File: src/rtl/pmp_csr_check_pkg.sv
// Shared encodings, CSR map and config-byte layout for the PMP CSR/check block.
package pmp_csr_check_pkg;

  localparam int unsigned MAX_ENTRIES  = 16;
  localparam int unsigned NUM_CFG_REGS = 4;
  localparam int unsigned CFG_W        = 8;
  localparam int unsigned CSR_W        = 32;

  localparam logic [11:0] CSR_PMPCFG0  = 12'h3A0;
  localparam logic [11:0] CSR_PMPADDR0 = 12'h3B0;

  localparam logic [7:0] CSR_OP_WRITE = 8'd31;
  localparam logic [7:0] CSR_OP_READ  = 8'd32;
  localparam logic [7:0] CSR_OP_SET   = 8'd33;
  localparam logic [7:0] CSR_OP_CLEAR = 8'd34;

  typedef enum logic [1:0] {
    A_OFF   = 2'd0,
    A_TOR   = 2'd1,
    A_NA4   = 2'd2,
    A_NAPOT = 2'd3
  } pmp_a_e;

  localparam logic [2:0] ACC_LOAD  = 3'b001;
  localparam logic [2:0] ACC_STORE = 3'b010;
  localparam logic [2:0] ACC_FETCH = 3'b100;

  localparam logic [1:0] PRIV_U = 2'd0;
  localparam logic [1:0] PRIV_S = 2'd1;
  localparam logic [1:0] PRIV_M = 2'd3;

  typedef struct packed {
    logic       l;
    logic [1:0] rsvd;
    pmp_a_e     a;
    logic       x;
    logic       w;
    logic       r;
  } pmp_cfg_t;

  // Reserved bits [6:5] are never stored.
  localparam logic [CFG_W-1:0] CFG_WMASK = 8'h9F;

  // Read-modify-write result of a CSR op; read and unknown ops keep the old value.
  function automatic logic [CSR_W-1:0] csr_apply(input logic [7:0]       op,
                                                 input logic [CSR_W-1:0] old_v,
                                                 input logic [CSR_W-1:0] wdata);
    logic [CSR_W-1:0] res;
    res = old_v;
    case (op)
      CSR_OP_WRITE: res = wdata;
      CSR_OP_SET:   res = old_v | wdata;
      CSR_OP_CLEAR: res = old_v & ~wdata;
      default:      res = old_v;
    endcase
    return res;
  endfunction

endpackage

File: src/rtl/pmp_csr_check_if.sv
// CSR access bus plus the address-check request/response of the PMP block.
interface pmp_csr_check_if #(
  parameter int unsigned PLEN = 34
) ();
  logic [31:0]     csr_wdata_i;
  logic [11:0]     csr_addr_i;
  logic [7:0]      csr_op_i;
  logic [PLEN-1:0] addr_i;
  logic [2:0]      access_type_i;
  logic [1:0]      priv_lvl_i;
  logic            allow_o;

  modport master (
    output csr_wdata_i, csr_addr_i, csr_op_i, addr_i, access_type_i, priv_lvl_i,
    input  allow_o
  );

  modport slave (
    input  csr_wdata_i, csr_addr_i, csr_op_i, addr_i, access_type_i, priv_lvl_i,
    output allow_o
  );
endinterface

File: src/rtl/pmp_entry.sv
// Address match of a single PMP entry for the OFF/TOR/NA4/NAPOT modes.
module pmp_entry
  import pmp_csr_check_pkg::*;
#(
  parameter int unsigned PLEN    = 34,
  parameter int unsigned PMP_LEN = 32
) (
  input  logic [PLEN-1:0]    addr_i,
  input  pmp_a_e             a_i,
  input  logic [PMP_LEN-1:0] pmpaddr_i,
  input  logic [PMP_LEN-1:0] pmpaddr_prev_i,
  output logic               match_o
);

  localparam int unsigned W = (PLEN > PMP_LEN + 2) ? PLEN : PMP_LEN + 2;

  logic [W-1:0]       addr_w;
  logic [W-1:0]       top_w;
  logic [W-1:0]       base_w;
  logic [W-1:0]       low_mask;
  logic [PMP_LEN-1:0] trail;

  // Byte-address compare; trail holds the trailing ones plus the first zero of pmpaddr.
  always_comb begin
    addr_w   = W'(addr_i);
    top_w    = W'({pmpaddr_i, 2'b00});
    base_w   = W'({pmpaddr_prev_i, 2'b00});
    trail    = pmpaddr_i ^ (pmpaddr_i + PMP_LEN'(1));
    low_mask = (&pmpaddr_i) ? '1 : W'({trail, 2'b11});
    match_o  = 1'b0;
    case (a_i)
      A_TOR:   match_o = (base_w < top_w) && (addr_w >= base_w) && (addr_w < top_w);
      A_NA4:   match_o = ((addr_w & ~W'(3)) == top_w);
      A_NAPOT: match_o = (((addr_w ^ top_w) & ~low_mask) == '0);
      default: match_o = 1'b0;
    endcase
  end

endmodule

File: src/rtl/pmp_csr_check.sv
// PMP configuration/address CSRs with a combinational physical-address permission check.
module pmp_csr_check
  import pmp_csr_check_pkg::*;
#(
  parameter int unsigned PLEN       = 34,
  parameter int unsigned PMP_LEN    = 32,
  parameter int unsigned NR_ENTRIES = 4
) (
  input  logic                          clk_i,
  input  logic                          rst_i,
  pmp_csr_check_if.slave                pmp_if,
  output logic [MAX_ENTRIES*CFG_W-1:0]  pmpcfg_o,
  output logic [MAX_ENTRIES*PMP_LEN-1:0] pmpaddr_o
);

  pmp_cfg_t           cfg_q     [MAX_ENTRIES];
  pmp_cfg_t           cfg_d     [MAX_ENTRIES];
  logic [PMP_LEN-1:0] addr_q    [MAX_ENTRIES];
  logic [PMP_LEN-1:0] addr_d    [MAX_ENTRIES];
  logic [PMP_LEN-1:0] prev_addr [MAX_ENTRIES];
  logic [MAX_ENTRIES:0]   tor_lock;
  logic [MAX_ENTRIES-1:0] match;
  logic [CSR_W-1:0]       cfg_word;
  logic [CSR_W-1:0]       cfg_new;
  logic                   acc_ok;
  logic                   perm;
  logic                   allow_c;

  // CSR next-state: cfg bytes and pmpaddr honour lock bits and the active-entry count.
  always_comb begin
    cfg_d    = cfg_q;
    addr_d   = addr_q;
    cfg_word = '0;
    cfg_new  = '0;
    tor_lock = '0;
    for (int unsigned i = 0; i < MAX_ENTRIES; i++) begin
      tor_lock[i] = cfg_q[i].l && (cfg_q[i].a == A_TOR);
    end
    for (int unsigned w = 0; w < NUM_CFG_REGS; w++) begin
      if (pmp_if.csr_addr_i == CSR_PMPCFG0 + 12'(w)) begin
        for (int unsigned k = 0; k < 4; k++) begin
          cfg_word[CFG_W*k +: CFG_W] = cfg_q[4*w+k];
        end
        cfg_new = csr_apply(pmp_if.csr_op_i, cfg_word, pmp_if.csr_wdata_i);
        for (int unsigned k = 0; k < 4; k++) begin
          if ((4*w + k) < NR_ENTRIES && !cfg_q[4*w+k].l) begin
            cfg_d[4*w+k] = pmp_cfg_t'(cfg_new[CFG_W*k +: CFG_W] & CFG_WMASK);
          end
        end
      end
    end
    for (int unsigned i = 0; i < MAX_ENTRIES; i++) begin
      if (pmp_if.csr_addr_i == CSR_PMPADDR0 + 12'(i) && i < NR_ENTRIES &&
          !cfg_q[i].l && !tor_lock[i+1]) begin
        addr_d[i] = PMP_LEN'(csr_apply(pmp_if.csr_op_i, CSR_W'(addr_q[i]),
                                       pmp_if.csr_wdata_i));
      end
    end
  end

  always_ff @(posedge clk_i) begin
    if (rst_i) begin
      for (int unsigned i = 0; i < MAX_ENTRIES; i++) begin
        cfg_q[i]  <= '0;
        addr_q[i] <= '0;
      end
    end else begin
      cfg_q  <= cfg_d;
      addr_q <= addr_d;
    end
  end

  always_comb begin
    pmpcfg_o     = '0;
    pmpaddr_o    = '0;
    prev_addr[0] = '0;
    for (int unsigned i = 0; i < MAX_ENTRIES; i++) begin
      pmpcfg_o[CFG_W*i +: CFG_W]       = cfg_q[i];
      pmpaddr_o[PMP_LEN*i +: PMP_LEN]  = addr_q[i];
    end
    for (int unsigned i = 1; i < MAX_ENTRIES; i++) begin
      prev_addr[i] = addr_q[i-1];
    end
  end

  for (genvar g = 0; g < MAX_ENTRIES; g++) begin : g_entry
    if (g < NR_ENTRIES) begin : g_on
      pmp_entry #(
        .PLEN    (PLEN),
        .PMP_LEN (PMP_LEN)
      ) u_entry (
        .addr_i         (pmp_if.addr_i),
        .a_i            (cfg_q[g].a),
        .pmpaddr_i      (addr_q[g]),
        .pmpaddr_prev_i (prev_addr[g]),
        .match_o        (match[g])
      );
    end else begin : g_off
      assign match[g] = 1'b0;
    end
  end

  // Walk entries high to low so the lowest-indexed match has the final say.
  always_comb begin
    acc_ok  = (pmp_if.access_type_i == ACC_LOAD)  ||
              (pmp_if.access_type_i == ACC_STORE) ||
              (pmp_if.access_type_i == ACC_FETCH);
    perm    = 1'b0;
    allow_c = (pmp_if.priv_lvl_i == PRIV_M);
    for (int e = int'(MAX_ENTRIES) - 1; e >= 0; e--) begin
      if (match[e]) begin
        perm    = acc_ok && |(pmp_if.access_type_i & {cfg_q[e].x, cfg_q[e].w, cfg_q[e].r});
        allow_c = ((pmp_if.priv_lvl_i == PRIV_M) && !cfg_q[e].l) || perm;
      end
    end
  end

  assign pmp_if.allow_o = (NR_ENTRIES == 0) ? 1'b1 : allow_c;

endmodule

File: src/flat_wrapper.sv
// flat-port wrapper written by rule: the top's interface ports become plain ports
module pmp_csr_check_flat import pmp_csr_check_pkg::*;
#(
  parameter int unsigned PLEN       = 34,
  parameter int unsigned PMP_LEN    = 32,
  parameter int unsigned NR_ENTRIES = 4
)
  (clk_i, rst_i, pmpcfg_o, pmpaddr_o, pmp_if_csr_wdata_i, pmp_if_csr_addr_i, pmp_if_csr_op_i, pmp_if_addr_i, pmp_if_access_type_i, pmp_if_priv_lvl_i, pmp_if_allow_o);
  pmp_csr_check_if #(.PLEN(PLEN)) pmp_if_i ();
  input  logic clk_i;
  input  logic rst_i;
  output logic [MAX_ENTRIES*CFG_W-1:0] pmpcfg_o;
  output logic [MAX_ENTRIES*PMP_LEN-1:0] pmpaddr_o;
  input wire logic [$bits(pmp_if_i.csr_wdata_i)-1:0] pmp_if_csr_wdata_i;
  input wire logic [$bits(pmp_if_i.csr_addr_i)-1:0] pmp_if_csr_addr_i;
  input wire logic [$bits(pmp_if_i.csr_op_i)-1:0] pmp_if_csr_op_i;
  input wire logic [$bits(pmp_if_i.addr_i)-1:0] pmp_if_addr_i;
  input wire logic [$bits(pmp_if_i.access_type_i)-1:0] pmp_if_access_type_i;
  input wire logic [$bits(pmp_if_i.priv_lvl_i)-1:0] pmp_if_priv_lvl_i;
  output wire logic [$bits(pmp_if_i.allow_o)-1:0] pmp_if_allow_o;
  assign pmp_if_i.csr_wdata_i = pmp_if_csr_wdata_i;
  assign pmp_if_i.csr_addr_i = pmp_if_csr_addr_i;
  assign pmp_if_i.csr_op_i = pmp_if_csr_op_i;
  assign pmp_if_i.addr_i = pmp_if_addr_i;
  assign pmp_if_i.access_type_i = pmp_if_access_type_i;
  assign pmp_if_i.priv_lvl_i = pmp_if_priv_lvl_i;
  assign pmp_if_allow_o = pmp_if_i.allow_o;
  pmp_csr_check #(.PLEN(PLEN), .PMP_LEN(PMP_LEN), .NR_ENTRIES(NR_ENTRIES)) u_core (.clk_i(clk_i), .rst_i(rst_i), .pmp_if(pmp_if_i), .pmpcfg_o(pmpcfg_o), .pmpaddr_o(pmpaddr_o));
endmodule
File: config.mk
export PLATFORM = sky130hd
export DESIGN_NAME = pmp_csr_check_flat
export DESIGN_NICKNAME = d
export VERILOG_FILES = /design/src/rtl/pmp_csr_check_pkg.sv /design/src/rtl/pmp_csr_check_if.sv /design/src/rtl/pmp_entry.sv /design/src/rtl/pmp_csr_check.sv /design/src/flat_wrapper.sv
export SDC_FILE = /design/constraint.sdc
export NUM_CORES = 1
export LEC_CHECK = 0
export BUFFER_PORTS_ARGS = -buffer_cell sky130_fd_sc_hd__buf_2
export CAP_MARGIN = 10
export CORE_AREA = 2 2 281 283
export CTS_CLUSTER_DIAMETER = 80
export DETAILED_ROUTE_END_ITERATION = 6
export DIE_AREA = 0 0 283 285
export PLACE_DENSITY = 0.43
export SLEW_MARGIN = 15
export SYNTH_ARGS = -nofsm -noshare
export SYNTH_HDL_FRONTEND = slang
export SYNTH_SLANG_ARGS = --single-unit
File: constraint.sdc
create_clock -name clk_i -period 6.78 [get_ports clk_i]
set_clock_uncertainty 0.15 [all_clocks]
set_input_delay 1.017 -clock clk_i [delete_from_list [all_inputs] [get_ports clk_i]]
set_output_delay 1.017 -clock clk_i [all_outputs]
set_load 0.05 [all_outputs]
==> flow_summary.toml, run 1 <==
[outcome]
status = "complete, no violations"

[global_route]
antenna_found_initial = 13
grt_pass1_vias = 14800
grt_pass1_wl_mm = 109
overflow = 0
grt_max_degree = 79
grtUsageTotal_pct = 18.5

[place]
dp_slack_ns = 1.39
dp_hpwl_mm = 65.8
routabilityCongestion = 0.912
portBuffers = 245

[clocking]
path_clk_slew_ns = 0.07
clock_latency_ns = 0.44
htree_num_levels = 4
postCtsSetupRepairBufs = 0
ctsHoldBuffers = 0
cts_sinks = 152
cts_resized = 0
cts-root-buf = "clkbuf_16"
cts_tree = "built"
clk_path_buf_depth = 2
cts_made_buffers = 17

[synth]
synth_edf_count = 0
yosys_warnings = 0
syn_area_mm2 = 0.0168
synth_top_cell_by_area = "buf_4"
ys_seq_area_share_pct = 18.1
synthCells = 2262
synth_seq_cells = 152
synth_ff_type = "dfxtp_1"
synth.distinct_cells = 69
synth_most_common_cell = "buf_4"
syn_avg_cell_area_um2 = 7.43
synth_top_cell_area_share_pct = 21.8
synth_area_leaders = "buf_4 22%, dfxtp_1 18%, ha_1 17%"
synth_common_cells = "488 x buf_4, 257 x a21oi_1, 226 x ha_1"
synth_async_sr_flop_share_pct = 0

[die]
die_y_um = 285
die_area_mm2 = 0.0807
core_mm2 = 0.0780
placementRows = 103
start_util_pct = 21.5
num_io_pins = 734
fp.dieW_um = 283

[cells_and_area]
syn_to_final_growth_pct = 7.36
final_nets = 2809
multi_input_area_mm2 = 0.0112
drive_gt1_share_pct = 12.4
num-fill-cells = 8797
layout.area.seq_mm2 = 0.00304

[power_and_ir_drop]
p_leak_uw = 0.00779
peakVddDrop_mv = 0.174
power_density_mw_per_mm2 = 151

[sta]
slew_viol_final = 0
max_slew_margin_pct = 31.1
fin_ws_ns = 1.16
setup_tns_ns = 0
hold-worst-slack_ns = 0.360
finalCritPeriodShare_pct = 83.0
setup_viol = 0
rsz0062_at_grt = "no"
worst_pin_slew_ns = 1.03
fmax_mhz = 178
hold_viol_final = 0
min_period_ns = 5.62

[drt]
via_per_inst = 4.56
drc = 0
drtAntennaViolNets = 0
drtIter0Drc = 1349
wl_per_cell_um = 22.1
drtPass1Iterations = 6
dr_total_vias = 16200
routed_wl_mm = 78.5

[setup_path]
arrival_ns = 4.46
r2r_slack_ns = 3.95
crit_path_end_kind = "primary output"
critPathLaunchType = "flip-flop"
cp.required_ns = 5.61
cp_max_fo = 7
worstSetupPathType = "reg2out"

[min_path]
hold_path.class = "reg2reg"

[flow_run]
maxCapViolations = 0
## final cells by class
type | count | area share (%)
multi-input cells | 1919 | 62.2
flip-flops and latches | 152 | 16.9
repair buffers | 260 | 7.51
well taps | 1050 | 7.29
inverters | 140 | 2.91
clock buffers | 21 | 2.50
clock inverters | 10 | 0.673
diodes | 3 | 0.0416
## cells by family (layout without fill, tap and decap cells)
kind of cell / Yosys count / in the layout / share of synthesized area, %
AOI/OAI and AO/OA: 625 / 625 / 21.5
xor gates and xnor gates: 3 / 3 / 0.156
adders and majority gates: 226 / 226 / 16.8
buffers and inverters: 678 / 431 / 26.1
DFF: 152 / 152 / 18.1
other: 1 / 491 / 0.0223
and+or+nand+nor: 577 / 577 / 17.3
## worst max-delay path, stage by stage, from the launching register on
cell	delay, ns
dfxtp_1	0.57
ha_1	0.30
nand3_1	0.17
nor3_4	0.40
a32oi_1	0.23
nor4_1	0.40
nand3_1	0.15
or4_1	0.54
a22o_1	0.28
or3b_1	0.36
o211ai_1	0.22
buf_2	0.37
## stage by stage
step | cell area [µm²] | util [%] | power, µW | instances
finish | 18000 | 23.1 | 2720 | 3555
global route | 18000 | 23.1 | 2810 | 3553
CTS | 18000 | 23.1 | 2730 | 3552
detailed placement | 17500 | 22.4 | 1750 | 3521
global placement | 17500 | 22.4 | 1760 | 3521
floorplan | 18600 | - | 1850 | 2749
## registers in the layout (all words and copies together), names as in the netlist
name	count
u_core.pmpaddr_o	128
u_core.pmpcfg_o	24
## layer usage
layer	part of all wire (%)	wire [µm]	up-vias	global-route usage (%)
li1	-	-	7590	-
met1	44	34200	7791	23.7
met2	47	37000	713	30.9
met3	6.1	4800	106	3.36
met4	3.1	2460	12	6.34
met5	0.090	71	-	0
## cells in the final DEF, fill, tap and decap left out, drive strengths merged, types with 56 or more instances in the layout
master	synthesis	routed
inv	140	141
o21ai	199	199
buf	499	260
nand4	56	56
nand2	216	216
dfxtp	152	152
nor2	91	91
ha	226	226
conb	1	488
a21oi	257	257
## final timing paths
kind	endpoint	cells past startpoint	from
worst max register to register	u_core.pmpaddr_o[14]$_SDFFE_PP0P_	6	u_core.pmpcfg_o[12]$_SDFFE_PP0P_
worst min-delay path	u_core.pmpcfg_o[18]$_SDFFE_PP0P_	2	u_core.pmpcfg_o[18]$_SDFFE_PP0P_
worst max-delay path	pmp_if_allow_o	11	u_core.pmpaddr_o[33]$_SDFFE_PP0P_
worst min register to register	u_core.pmpcfg_o[18]$_SDFFE_PP0P_	2	u_core.pmpcfg_o[18]$_SDFFE_PP0P_
## where the power goes
| part | leakage [µW] | switching (µW) | internal (µW) |
|---|---|---|---|
| sequential | 0.00122 | 0.00742 | 892 |
| combinational | 0.00629 | 763 | 89.8 |
| clock | 0.000277 | 426 | 552 |
Note: power is estimated with default switching activity, not from simulation.
==> inputs of run 2 (changes only) <==
Settings changed: ABC_AREA from default to 1, CORE_AREA 2 2 281 283 to 2 2 285 287, DIE_AREA 0 0 283 285 to 0 0 287 289, PLACE_DENSITY 0.43 to 0.47.
Clock period 6.78 ns to 4.9 ns, I/O delays scaled along.
==> flow_summary.toml, run 2 <==
[sta]
setup_viol = 0
worst_pin_slew_ns = 1.09
fmax_mhz = 217
max_slew_margin_pct = 27.0
rsz0062_at_grt = "no"
finalCritPeriodShare_pct = 94.2
slew_viol_final = 0
hold_viol_final = 0
min_period_ns = 4.62
setup_tns_ns = 0

[power_and_ir_drop]
power_density_mw_per_mm2 = 191
peakVddDrop_mv = 0.301
p_leak_uw = 0.00975

[synth]
syn_area_mm2 = 0.0194
synth_top_cell_area_share_pct = 18.8
synth_seq_cells = 152
synth_most_common_cell = "nand2_1"
yosys_warnings = 0
syn_avg_cell_area_um2 = 6.55
synth.distinct_cells = 44
synth_ff_type = "dfxtp_1"
synth_async_sr_flop_share_pct = 0
synth_top_cell_by_area = "buf_4"
ys_seq_area_share_pct = 15.6
synthCells = 2969
synth_area_leaders = "buf_4 19%, dfxtp_1 16%, ha_1 15%"
synth_common_cells = "715 x nand2_1, 488 x buf_4, 370 x inv_1"
synth_edf_count = 0

[die]
die_area_mm2 = 0.0829
start_util_pct = 24.3
num_io_pins = 734
fp.dieW_um = 287
placementRows = 104
die_y_um = 289
core_mm2 = 0.0799

[drt]
drtAntennaViolNets = 0
wl_per_cell_um = 21.0
dr_total_vias = 19200
routed_wl_mm = 89.8
drc = 0
drtIter0Drc = 1511
via_per_inst = 4.49
drtPass1Iterations = 5

[setup_path]
critPathLaunchType = "flip-flop"
critPathMostFrequentCell = "nand2_1"
cp_max_fo = 12
worst_r2r_path_depth = 5
r2r-end = "u_core.pmpaddr_o[36]$_SDFFE_PP0P_"
crit_buf_inv = 2
crit_path_end_kind = "primary output"
arrival_ns = 3.73
rr_startpoint = "u_core.pmpcfg_o[19]$_SDFFE_PP0P_"
path_cells = "ha_1 > nand3_1 > nor2_1 > nand3_1 > nor2_1 > nand2_1 > buf_4 > nand2_1 > o21bai_1 > nor2_1 > nand2_1 > nor2_1 > nand3_1 > nand3_1 > nand2_1 > nand2_1 > buf_2"
critPathTopFamily = "simple AND/OR/NAND/NOR gates"
worstSetupPathType = "reg2out"
slowest_delay_ns = 0.45
crit_slowest_cell = "dfxtp_2"
cp.required_ns = 4.01
r2r_slack_ns = 2.47

[cells_and_area]
design_area_mm2 = 0.0208
final_cell_mix = "712 x nand2_1, 488 x conb_1, 370 x inv_1"
final_common_cell = "nand2_1"
num-fill-cells = 9226
final_nets = 3522
drive_gt1_share_pct = 11.5
syn_to_final_growth_pct = 6.93
largest_reg_flops = 128

[clocking]
cts_made_buffers = 17
cts-root-buf = "clkbuf_16"
clk_path_buf_depth = 2
clock_latency_ns = 0.50
postCtsSetupRepairBufs = 0
path_clk_slew_ns = 0.07
cts_tree = "built"
htree_num_levels = 4
cts_sinks = 152

[place]
portBuffers = 245
place_area_mm2 = 0.0202
routabilityCongestion = 0.969
dp_hpwl_mm = 77.2

[outcome]
status = "complete, no violations"

[min_path]
min-delay-start = "rst_i"
hold_end = "u_core.pmpcfg_o[23]$_SDFFE_PP0P_"
min_path_cells = 2
hold_path.class = "in2reg"

[global_route]
grt_pass1_vias = 17800
overflow = 0
grt_pass1_wl_mm = 124
grt_max_degree = 74
grtUsageTotal_pct = 20.8
antenna_found_initial = 7

[flow_run]
maxCapViolations = 0
run 2: cell types whose count changed after synthesis, sizes merged, moves of 44 or more:
cell,change
nand2,+501
inv,+231
nor2,+204
a21oi,-154
a221oi,+124
o21ai,-75
nand3b,+44
run 2: cell families after synthesis:
| group | Yosys count | synth area share (%) |
|---|---|---|
| other cells | 1 | 0.0193 |
| buf+inv | 919 | 27.3 |
| compound gates | 414 | 15.1 |
| fa+ha+maj | 226 | 14.5 |
| flops | 152 | 15.6 |
| xor+xnor | 4 | 0.180 |
| simple gates | 1253 | 27.2 |
run 2: worst max path at each step:
stage | to | slack [ns] | from | depth (start not counted)
3_5_place_dp | pmp_if_allow_o | 0.66 | u_core.pmpaddr_o[64]$_SDFFE_PP0P_ | 20
5_1_grt | pmp_if_allow_o | 0.03 | u_core.pmpaddr_o[97]$_SDFFE_PP0P_ | 20
2_1_floorplan | pmp_if_allow_o | 1.18 | u_core.pmpaddr_o[1]$_SDFFE_PP0P_ | 16
4_1_cts | pmp_if_allow_o | 0.11 | u_core.pmpaddr_o[64]$_SDFFE_PP0P_ | 20
3_3_place_gp | pmp_if_allow_o | 0.65 | u_core.pmpaddr_o[0]$_SDFFE_PP0P_ | 17
6_report | pmp_if_allow_o | 0.28 | u_core.pmpaddr_o[0]$_SDFFE_PP0P_ | 17
run 2: final cells by class:
class / count / area (µm²) / share of cell area (%)
clock buffer: 20 / 447 / 2.15
sequential: 152 / 3050 / 14.6
tap: 1060 / 1330 / 6.38
multi-input combinational: 2385 / 12900 / 62.1
timing repair buffer: 275 / 1500 / 7.23
inverter: 372 / 1400 / 6.71
antenna: 4 / 10.0 / 0.0481
clock inverter: 11 / 146 / 0.704
run 2: report_power, final:
group	switching [µW]	total [µW]	internal, µW
Sequential	0.00659	1230	1230
Clock	660	1470	811
Combinational	1130	1270	140
run 2: metal layers:
| layer | routed length, µm | global-route usage, % | part of all wire (%) | vias to the layer above |
|---|---|---|---|---|
| met5 | 13 | 0 | 0.014 | - |
| met4 | 2230 | 6.43 | 2.5 | 2 |
| met3 | 5640 | 3.35 | 6.3 | 93 |
| met2 | 43800 | 36.4 | 49 | 783 |
| met1 | 38200 | 26.2 | 43 | 9061 |
| li1 | - | - | - | 9284 |
run 2: repair_timing:
action                     4_1_cts  5_1_grt
resized for setup                0        5
setup endpoints to repair        0        1
hold buffers                     0        0
run 2: through the flow:
step / hold slack (ns) / utilization [%] / setup slack [ns] / cells / power [µW]
after floorplan: 0.565 / - / 1.18 / 3456 / 2610
after global placement: 0.416 / 25.3 / 0.653 / 4244 / 2520
after detailed placement: 0.410 / 25.3 / 0.664 / 4244 / 2520
after CTS: 0.297 / 26.0 / 0.108 / 4275 / 3990
after global routing: 0.314 / 26.0 / 0.0349 / 4279 / 4120
final: 0.317 / 26.0 / 0.282 / 4279 / 3980
